$ cat src/rtl/mem_pkg.sv
// Shared definitions for the MEM stage: funct3 access codes, FSM states and
// lane-mask helpers used by mem_access_stage and load_extend.
package mem_pkg;

  localparam logic [2:0] F3_B  = 3'b000;
  localparam logic [2:0] F3_H  = 3'b001;
  localparam logic [2:0] F3_W  = 3'b010;
  localparam logic [2:0] F3_D  = 3'b011;
  localparam logic [2:0] F3_BU = 3'b100;
  localparam logic [2:0] F3_HU = 3'b101;
  localparam logic [2:0] F3_WU = 3'b110;

  typedef enum logic [1:0] {IDLE, REQ, RESP} mem_state_e;

  // Byte-lane mask for an access of the given size, anchored at lane 0.
  function automatic logic [7:0] size_mask(input logic [2:0] funct3);
    case (funct3)
      F3_B, F3_BU: size_mask = 8'h01;
      F3_H, F3_HU: size_mask = 8'h03;
      F3_W, F3_WU: size_mask = 8'h0F;
      default:     size_mask = 8'hFF;
    endcase
  endfunction

  // Offset bits that may be nonzero for a naturally aligned access.
  function automatic logic [2:0] align_mask(input logic [2:0] funct3);
    case (funct3)
      F3_B, F3_BU: align_mask = 3'b111;
      F3_H, F3_HU: align_mask = 3'b110;
      F3_W, F3_WU: align_mask = 3'b100;
      default:     align_mask = 3'b000;
    endcase
  endfunction

endpackage

$ cat src/rtl/load_extend.sv
// Extracts the addressed bytes from a 64-bit memory word and sign- or
// zero-extends them according to funct3. Purely combinational.
module load_extend
  import mem_pkg::*;
(
  input  logic [63:0] rdata,
  input  logic [2:0]  offset,
  input  logic [2:0]  funct3,
  output logic [63:0] result
);

  logic [63:0] shifted;

  always_comb begin
    shifted = rdata >> {offset, 3'b000};
    case (funct3)
      F3_B:    result = {{56{shifted[7]}},  shifted[7:0]};
      F3_H:    result = {{48{shifted[15]}}, shifted[15:0]};
      F3_W:    result = {{32{shifted[31]}}, shifted[31:0]};
      F3_BU:   result = {56'd0, shifted[7:0]};
      F3_HU:   result = {48'd0, shifted[15:0]};
      F3_WU:   result = {32'd0, shifted[31:0]};
      default: result = shifted;
    endcase
  end

endmodule

$ cat src/rtl/mem_access_stage.sv
// MEM stage of the RV64 pipeline: req/ack data-memory port with stall and bus timeout.
// Build option: define MISALIGN_TRAP_EN to trap misaligned accesses instead of aligning them down.
module mem_access_stage
  import mem_pkg::*;
#(
  parameter int TIMEOUT_CYCLES = 255,
  parameter int TO_W           = $clog2(TIMEOUT_CYCLES + 1)
) (
  input  logic        clk,
  input  logic        reset,
  input  logic        ex_valid,
  input  logic        MemRead,
  input  logic        MemWrite,
  input  logic        RegWrite,
  input  logic        MemtoReg,
  input  logic [2:0]  funct3,
  input  logic [63:0] ALU_result,
  input  logic [63:0] WriteData,
  input  logic [4:0]  rd,
  output logic        mem_req,
  output logic        mem_we,
  output logic [63:0] mem_addr,
  output logic [63:0] mem_wdata,
  output logic [7:0]  mem_wstrb,
  input  logic [63:0] mem_rdata,
  input  logic        mem_ack,
  output logic        RegWrite_out,
  output logic        MemtoReg_out,
  output logic [63:0] ReadData,
  output logic [63:0] ALU_result_out,
  output logic [4:0]  rd_out,
  output logic        mem_stall,
  output logic        bus_err,
  output logic        misalign_exc
);

  mem_state_e      state;
  logic [TO_W-1:0] to_cnt;
  logic [63:0]     rdata_q;
  logic            aborted;
  logic [2:0]      f3_q;
  logic [2:0]      off_q;

  logic            mem_op;
  logic            issue;
  logic [2:0]      off;
  logic [7:0]      smask;
  logic [63:0]     wdata_rep;
  logic [63:0]     load_val;

  assign mem_op = ex_valid & (MemRead | MemWrite);
  assign smask  = size_mask(funct3);
  assign off    = ALU_result[2:0] & align_mask(funct3);

`ifdef MISALIGN_TRAP_EN
  logic misaligned;
  assign misaligned   = |(ALU_result[2:0] & ~align_mask(funct3));
  assign misalign_exc = (state == IDLE) & mem_op & misaligned;
  assign issue        = (state == IDLE) & mem_op & ~misaligned;
`else
  assign misalign_exc = 1'b0;
  assign issue        = (state == IDLE) & mem_op;
`endif

  always_comb begin
    case (funct3[1:0])
      2'b00:   wdata_rep = {8{WriteData[7:0]}};
      2'b01:   wdata_rep = {4{WriteData[15:0]}};
      2'b10:   wdata_rep = {2{WriteData[31:0]}};
      default: wdata_rep = WriteData;
    endcase
  end

  // Extraction uses the size/offset latched at issue, not the live EX/MEM fields.
  load_extend u_load_extend (
    .rdata  (mem_rdata),
    .offset (off_q),
    .funct3 (f3_q),
    .result (load_val)
  );

  always_ff @(posedge clk) begin
    if (!reset) begin
      state     <= IDLE;
      mem_req   <= 1'b0;
      mem_we    <= 1'b0;
      mem_addr  <= '0;
      mem_wdata <= '0;
      mem_wstrb <= '0;
      to_cnt    <= '0;
      rdata_q   <= '0;
      bus_err   <= 1'b0;
      aborted   <= 1'b0;
      f3_q      <= '0;
      off_q     <= '0;
    end else begin
      bus_err <= 1'b0;
      case (state)
        IDLE: begin
          if (issue) begin
            state     <= REQ;
            mem_req   <= 1'b1;
            mem_we    <= MemWrite;
            mem_addr  <= {ALU_result[63:3], 3'b000};
            mem_wdata <= wdata_rep;
            mem_wstrb <= smask << off;
            to_cnt    <= '0;
            aborted   <= 1'b0;
            f3_q      <= funct3;
            off_q     <= off;
          end
        end
        REQ: begin
          if (mem_ack) begin
            rdata_q <= mem_we ? 64'd0 : load_val;
            mem_req <= 1'b0;
            to_cnt  <= '0;
            state   <= RESP;
          end else if (to_cnt == TO_W'(TIMEOUT_CYCLES - 1)) begin
            rdata_q <= '0;
            mem_req <= 1'b0;
            bus_err <= 1'b1;
            aborted <= 1'b1;
            to_cnt  <= '0;
            state   <= RESP;
          end else begin
            to_cnt <= to_cnt + 1'b1;
          end
        end
        RESP:    state <= IDLE;
        default: state <= IDLE;
      endcase
    end
  end

  always_comb begin
    mem_stall    = 1'b0;
    ReadData     = '0;
    RegWrite_out = 1'b0;
    case (state)
      IDLE: begin
        mem_stall    = issue;
        RegWrite_out = RegWrite & ex_valid & ~mem_op;
      end
      REQ:  mem_stall = 1'b1;
      RESP: begin
        ReadData     = rdata_q;
        RegWrite_out = RegWrite & ~aborted;
      end
      default: mem_stall = 1'b0;
    endcase
  end

  assign MemtoReg_out   = MemtoReg;
  assign ALU_result_out = ALU_result;
  assign rd_out         = rd;

endmodule

$ cat config.mk
export PLATFORM = sky130hd
export DESIGN_NAME = mem_access_stage
export DESIGN_NICKNAME = d
export VERILOG_FILES = /design/src/rtl/mem_pkg.sv /design/src/rtl/load_extend.sv /design/src/rtl/mem_access_stage.sv
export SDC_FILE = /design/constraint.sdc
export NUM_CORES = 1
export LEC_CHECK = 0
export ABC_AREA = 1
export BUFFER_PORTS_ARGS = -buffer_cell sky130_fd_sc_hd__buf_2
export CORE_AREA = 2 2 189 191
export CTS_CLUSTER_DIAMETER = 40
export CTS_CLUSTER_SIZE = 24
export DETAILED_ROUTE_END_ITERATION = 6
export DIE_AREA = 0 0 191 193
export PLACE_DENSITY = 0.59
export SLEW_MARGIN = 30
export SYNTH_ARGS = -nofsm -noshare
export SYNTH_HDL_FRONTEND = slang
export SYNTH_HIERARCHICAL = 1
export SYNTH_SLANG_ARGS = --single-unit
$ cat constraint.sdc
create_clock -name clk -period 3.6 [get_ports clk]
set_input_delay 0.36 -clock clk [delete_from_list [all_inputs] [get_ports clk]]
set_output_delay 0.36 -clock clk [all_outputs]
set_load 0.05 [all_outputs]
==> results_tabular.tex <==
\begin{tabular}{lr}
\hline
Metric & Value \\
\hline
\multicolumn{2}{l}{\textbf{Global routing}} \\
Initial antenna violation count & 6 \\
Number of global-route vias before repair & 12300 \\
Global-route total usage across every layer & about a quarter \\
First-pass GRT wire length & 68900 um \\
Grt total ovfl & 0 \\
Pin count of the biggest net entering global routing & 97 \\
\multicolumn{2}{l}{\textbf{Yosys}} \\
Combined area of all synthesized cells & around 0.012 mm\^{}2 \\
Number of distinct standard cells referenced by the synthesized netlist & 42 \\
Synthesized-area fraction occupied by ao, oa, aoi and oai cells & roughly 17\% \\
Synth Instances & roughly 1800 \\
Dominant combinational cell family by area after synthesis & simple AND/OR/NAND/NOR gates \\
Xor-xnor portion of the synthesized cell area & 0.219\% \\
Share of cell area taken by muxes after synthesis & 0.251\% \\
Number of warnings printed during yosys synthesis & 6 \\
Fraction of the mapped netlist area in simple logic gates & 30.9\% \\
Mean instance size in the synthesized netlist & 6.59 um\^{}2 \\
Share of the yosys chip area belonging to registers & 36.3\% \\
Synthesized-area fraction occupied by adder cells & 0.209\% \\
Top post-synthesis cells by area & sky130\_fd\_sc\_hd\_\_dfxtp\_1, sky130\_fd\_sc\_hd\_\_nand2\_1, sky130\_fd\_sc\_hd\_\_a21oi\_1 \\
Post-synth top area share & about 36\% \\
Post-synthesis cell type with the largest combined area & sky130\_fd\_sc\_hd\_\_dfxtp\_1 \\
Number of storage elements in the synthesis netlist & 217 \\
\multicolumn{2}{l}{\textbf{Floorplanning}} \\
Horizontal extent of the die & 191 um \\
Number of top-level pins & 484 \\
Die Y & 193 um \\
Rows & 69 \\
Total die area & roughly 0.037 mm\^{}2 \\
Starting Density & approximately a third \\
Core Footprint & 0.0350 mm\^{}2 \\
\multicolumn{2}{l}{\textbf{STA}} \\
Final Cycle Share & 70.8\% \\
Setup TNS Final & 0 ns \\
Final-report max-slew violation count & 0 \\
Tightest Pin Transition & roughly 0.78 ns \\
Finish-stage setup viols & 0 \\
Final min period & about 2.6 ns \\
Final hold viol count & 0 \\
FMAX & 392 MHz \\
Worst Skew & 0.0256 ns \\
Slew headroom & 48.2\% \\
Setup repair after global routing missed its margin & false \\
\multicolumn{2}{l}{\textbf{Critical path}} \\
Cell count of the worst reg-to-reg path & 11 \\
RR Endpoint & rdata\_q[31] \\
Chain of cells forming the critical path & inv\_1 > nand2\_2 > buf\_4 > nor2\_1 > buf\_2 \\
Register-to-Register Setup Slack & 1.27 ns \\
Path type of the worst setup path & flip-flop to primary output \\
Data arrival time of the critical path & 2.19 ns \\
Launch point of the worst reg-to-reg path & off\_q[0] \\
Crit path launch type & flip-flop \\
Required time at the worst-slack endpoint & 3.24 ns \\
Type of destination of the critical path & primary output \\
Crit path buffers/inverters & 3 \\
Crit-path slowest cell & sky130\_fd\_sc\_hd\_\_nand2\_2 \\
Delay of the slowest critical-path stage & 0.49 ns \\
Cell type group with the largest total delay on the critical path & buffers and inverters \\
Critical Path Fanout Max & 35 \\
\multicolumn{2}{l}{\textbf{Clock network}} \\
Number of CTS-inserted buffers & 36 \\
Max Root-Sink Buffers & 3 \\
Clock tree root driver cell & sky130\_fd\_sc\_hd\_\_clkbuf\_16 \\
Clk pin slew, worst setup/hold paths & around 0.05 ns \\
Clock tree from TritonCTS & done \\
Resize count post-CTS & 0 \\
Worst-skew pair later-pin latency & 0.52 ns \\
Post-CTS Setup Bufs & 0 \\
Number of clock sinks & 217 \\
Cts hold-fix bufs & 0 \\
H-tree depth & 2 \\
\multicolumn{2}{l}{\textbf{Flow run}} \\
Max-cap viol count & 0 \\
\multicolumn{2}{l}{\textbf{Pwr}} \\
Total power draw & roughly 7.9 mW \\
Max rail drop VDD & approximately 0.37 mV \\
Pwr per Cell Area & 523 mW/mm\^{}2 \\
Static Leakage & 7.01 nW \\
\multicolumn{2}{l}{\textbf{Min path}} \\
Type of the worst min-delay path & input port to flip-flop \\
Worst Hold End & bus\_err \\
Instance count along the most critical hold path & 2 \\
Hold Path Origin & mem\_ack \\
\multicolumn{2}{l}{\textbf{Detailed routing}} \\
Average via count per standard cell & 5.03 \\
First drt pass iteration count & 5 \\
Average wire per standard cell & 17.8 um \\
Number of violations reported at the end of detailed-routing iteration 0 & roughly 950 \\
Final antenna-violating net count & 0 \\
Overall via count from detail\_route & 13200 \\
Final wirelength & 46900 um \\
DRC violation count after routing & 0 \\
\multicolumn{2}{l}{\textbf{Layout}} \\
Layout cells sized above 1 & 27.7\% \\
Most common cell after layout, fill and taps aside & sky130\_fd\_sc\_hd\_\_nand2\_1 \\
Commonest cells after routing, fill and taps aside & sky130\_fd\_sc\_hd\_\_nand2\_1, sky130\_fd\_sc\_hd\_\_buf\_2, sky130\_fd\_sc\_hd\_\_a21oi\_1, sky130\_fd\_sc\_hd\_\_dfxtp\_1, sky130\_fd\_sc\_hd\_\_nor2\_1 \\
Area growth from synthesis to final layout & 25.5\% \\
Number of nets in the final layout & about 2300 \\
\multicolumn{2}{l}{\textbf{Placement}} \\
Detailed placement HPWL & 34200 um \\
Final Wtd Congestion & 0.937 \\
Quantity of I/O buffers inserted on ports & 467 \\
\multicolumn{2}{l}{\textbf{Outcome}} \\
Outcome & finished clean \\
\hline
\end{tabular}
## per-stage QoR
step           worst slack [ns]  cells  area (um^2)  utilization [%]  hold slack (ns)
2_1_floorplan              1.72   1821        12000                -            0.435
3_3_place_gp               1.35   2561        13800             39.5            0.434
3_5_place_dp               1.31   2561        13800             39.5            0.444
4_1_cts                   0.978   2627        15000             43.0           0.0570
5_1_grt                   0.850   2630        15000             43.0           0.0755
6_report                   1.05   2631        15000             43.0           0.0792
## logic make-up (layout without fill, tap and decap cells)
group                    count (synthesis)  after routing
buffers and inverters                  342            687
XOR/XNOR                                 3              3
AO/OA/AOI/OAI                          387            387
other                                    1              8
flip-flops                             217            217
adder cells (fa/ha/maj)                  2              2
multiplexers                             3              3
AND/OR/NAND/NOR                        863            863
## area by class of cell
type / count / area [um^2]
Inverter: 133 / 509
Multi-Input combinational cell: 1262 / 5840
Clock buffer: 45 / 1010
Fill cell: 3829 / 19900
Sequential cell: 217 / 4350
Tap cell: 461 / 577
Antenna cell: 4 / 10.0
Clock inverter: 21 / 229
Timing Repair Buffer: 488 / 2520
## power by group
| part | leakage, nW | total (mW) | internal (mW) | switching [mW] |
|---|---|---|---|---|
| clock | 0.589 | 3.50 | 2.22 | 1.28 |
| combinational | 4.65 | 1.72 | 0.430 | 1.29 |
| sequential | 1.77 | 2.64 | 2.55 | 0.0880 |
## routing by layer
layer,track usage (%),up-vias,routed length (um)
li1,-,6478,-
met1,27.3,6122,17700
met2,44.3,514,24100
met3,3.38,117,2800
met4,12.0,6,2260
met5,0,-,34
## synthesized netlist by cell type
cell,n
sky130_fd_sc_hd__a21oi_1,216
sky130_fd_sc_hd__a21oi_2,1
sky130_fd_sc_hd__a22oi_1,5
sky130_fd_sc_hd__a31oi_1,9
sky130_fd_sc_hd__and2_1,2
sky130_fd_sc_hd__buf_1,7
sky130_fd_sc_hd__buf_2,45
sky130_fd_sc_hd__buf_4,86
sky130_fd_sc_hd__buf_6,19
sky130_fd_sc_hd__buf_8,1
sky130_fd_sc_hd__clkbuf_1,50
sky130_fd_sc_hd__clkbuf_2,1
sky130_fd_sc_hd__conb_1,1
sky130_fd_sc_hd__dfxtp_1,217
sky130_fd_sc_hd__ha_1,2
sky130_fd_sc_hd__inv_1,126
sky130_fd_sc_hd__inv_2,6
sky130_fd_sc_hd__inv_4,1
sky130_fd_sc_hd__mux2i_1,3
sky130_fd_sc_hd__nand2_1,521
sky130_fd_sc_hd__nand2_2,6
sky130_fd_sc_hd__nand2_4,2
sky130_fd_sc_hd__nand3_1,130
sky130_fd_sc_hd__nand3_2,5
sky130_fd_sc_hd__nand4_1,26
sky130_fd_sc_hd__nand4_2,10
sky130_fd_sc_hd__nor2_1,133
sky130_fd_sc_hd__nor2_2,2
sky130_fd_sc_hd__nor2_4,3
sky130_fd_sc_hd__nor3_1,13
sky130_fd_sc_hd__nor3_2,2
sky130_fd_sc_hd__nor3b_1,1
sky130_fd_sc_hd__o211ai_1,22
sky130_fd_sc_hd__o21ai_0,110
sky130_fd_sc_hd__o21ai_1,18
sky130_fd_sc_hd__o21bai_1,4
sky130_fd_sc_hd__o221ai_1,1
sky130_fd_sc_hd__o22ai_1,1
sky130_fd_sc_hd__or2_1,2
sky130_fd_sc_hd__or2_2,5
sky130_fd_sc_hd__xnor2_1,1
sky130_fd_sc_hd__xor2_1,2
## state kept, by name, summed over array words and instances (netlist names), 2 cells and up
signal	cells
off_q	3
rdata_q	64
mem_wdata	64
mem_wstrb	8
state	2
to_cnt	8
mem_addr	61
f3_q	3
## worst max path at each step
stage	from	to	slack, ns	cells past startpoint
2_1_floorplan	state[0]	ReadData[23]	1.72	5
3_3_place_gp	off_q[0]	rdata_q[28]	1.35	11
3_5_place_dp	off_q[0]	rdata_q[31]	1.31	11
4_1_cts	state[0]	ReadData[52]	0.98	5
5_1_grt	state[1]	RegWrite_out	0.85	4
6_report	state[0]	ReadData[52]	1.05	5
No activity file was read; power rests on OpenSTA's default activity.
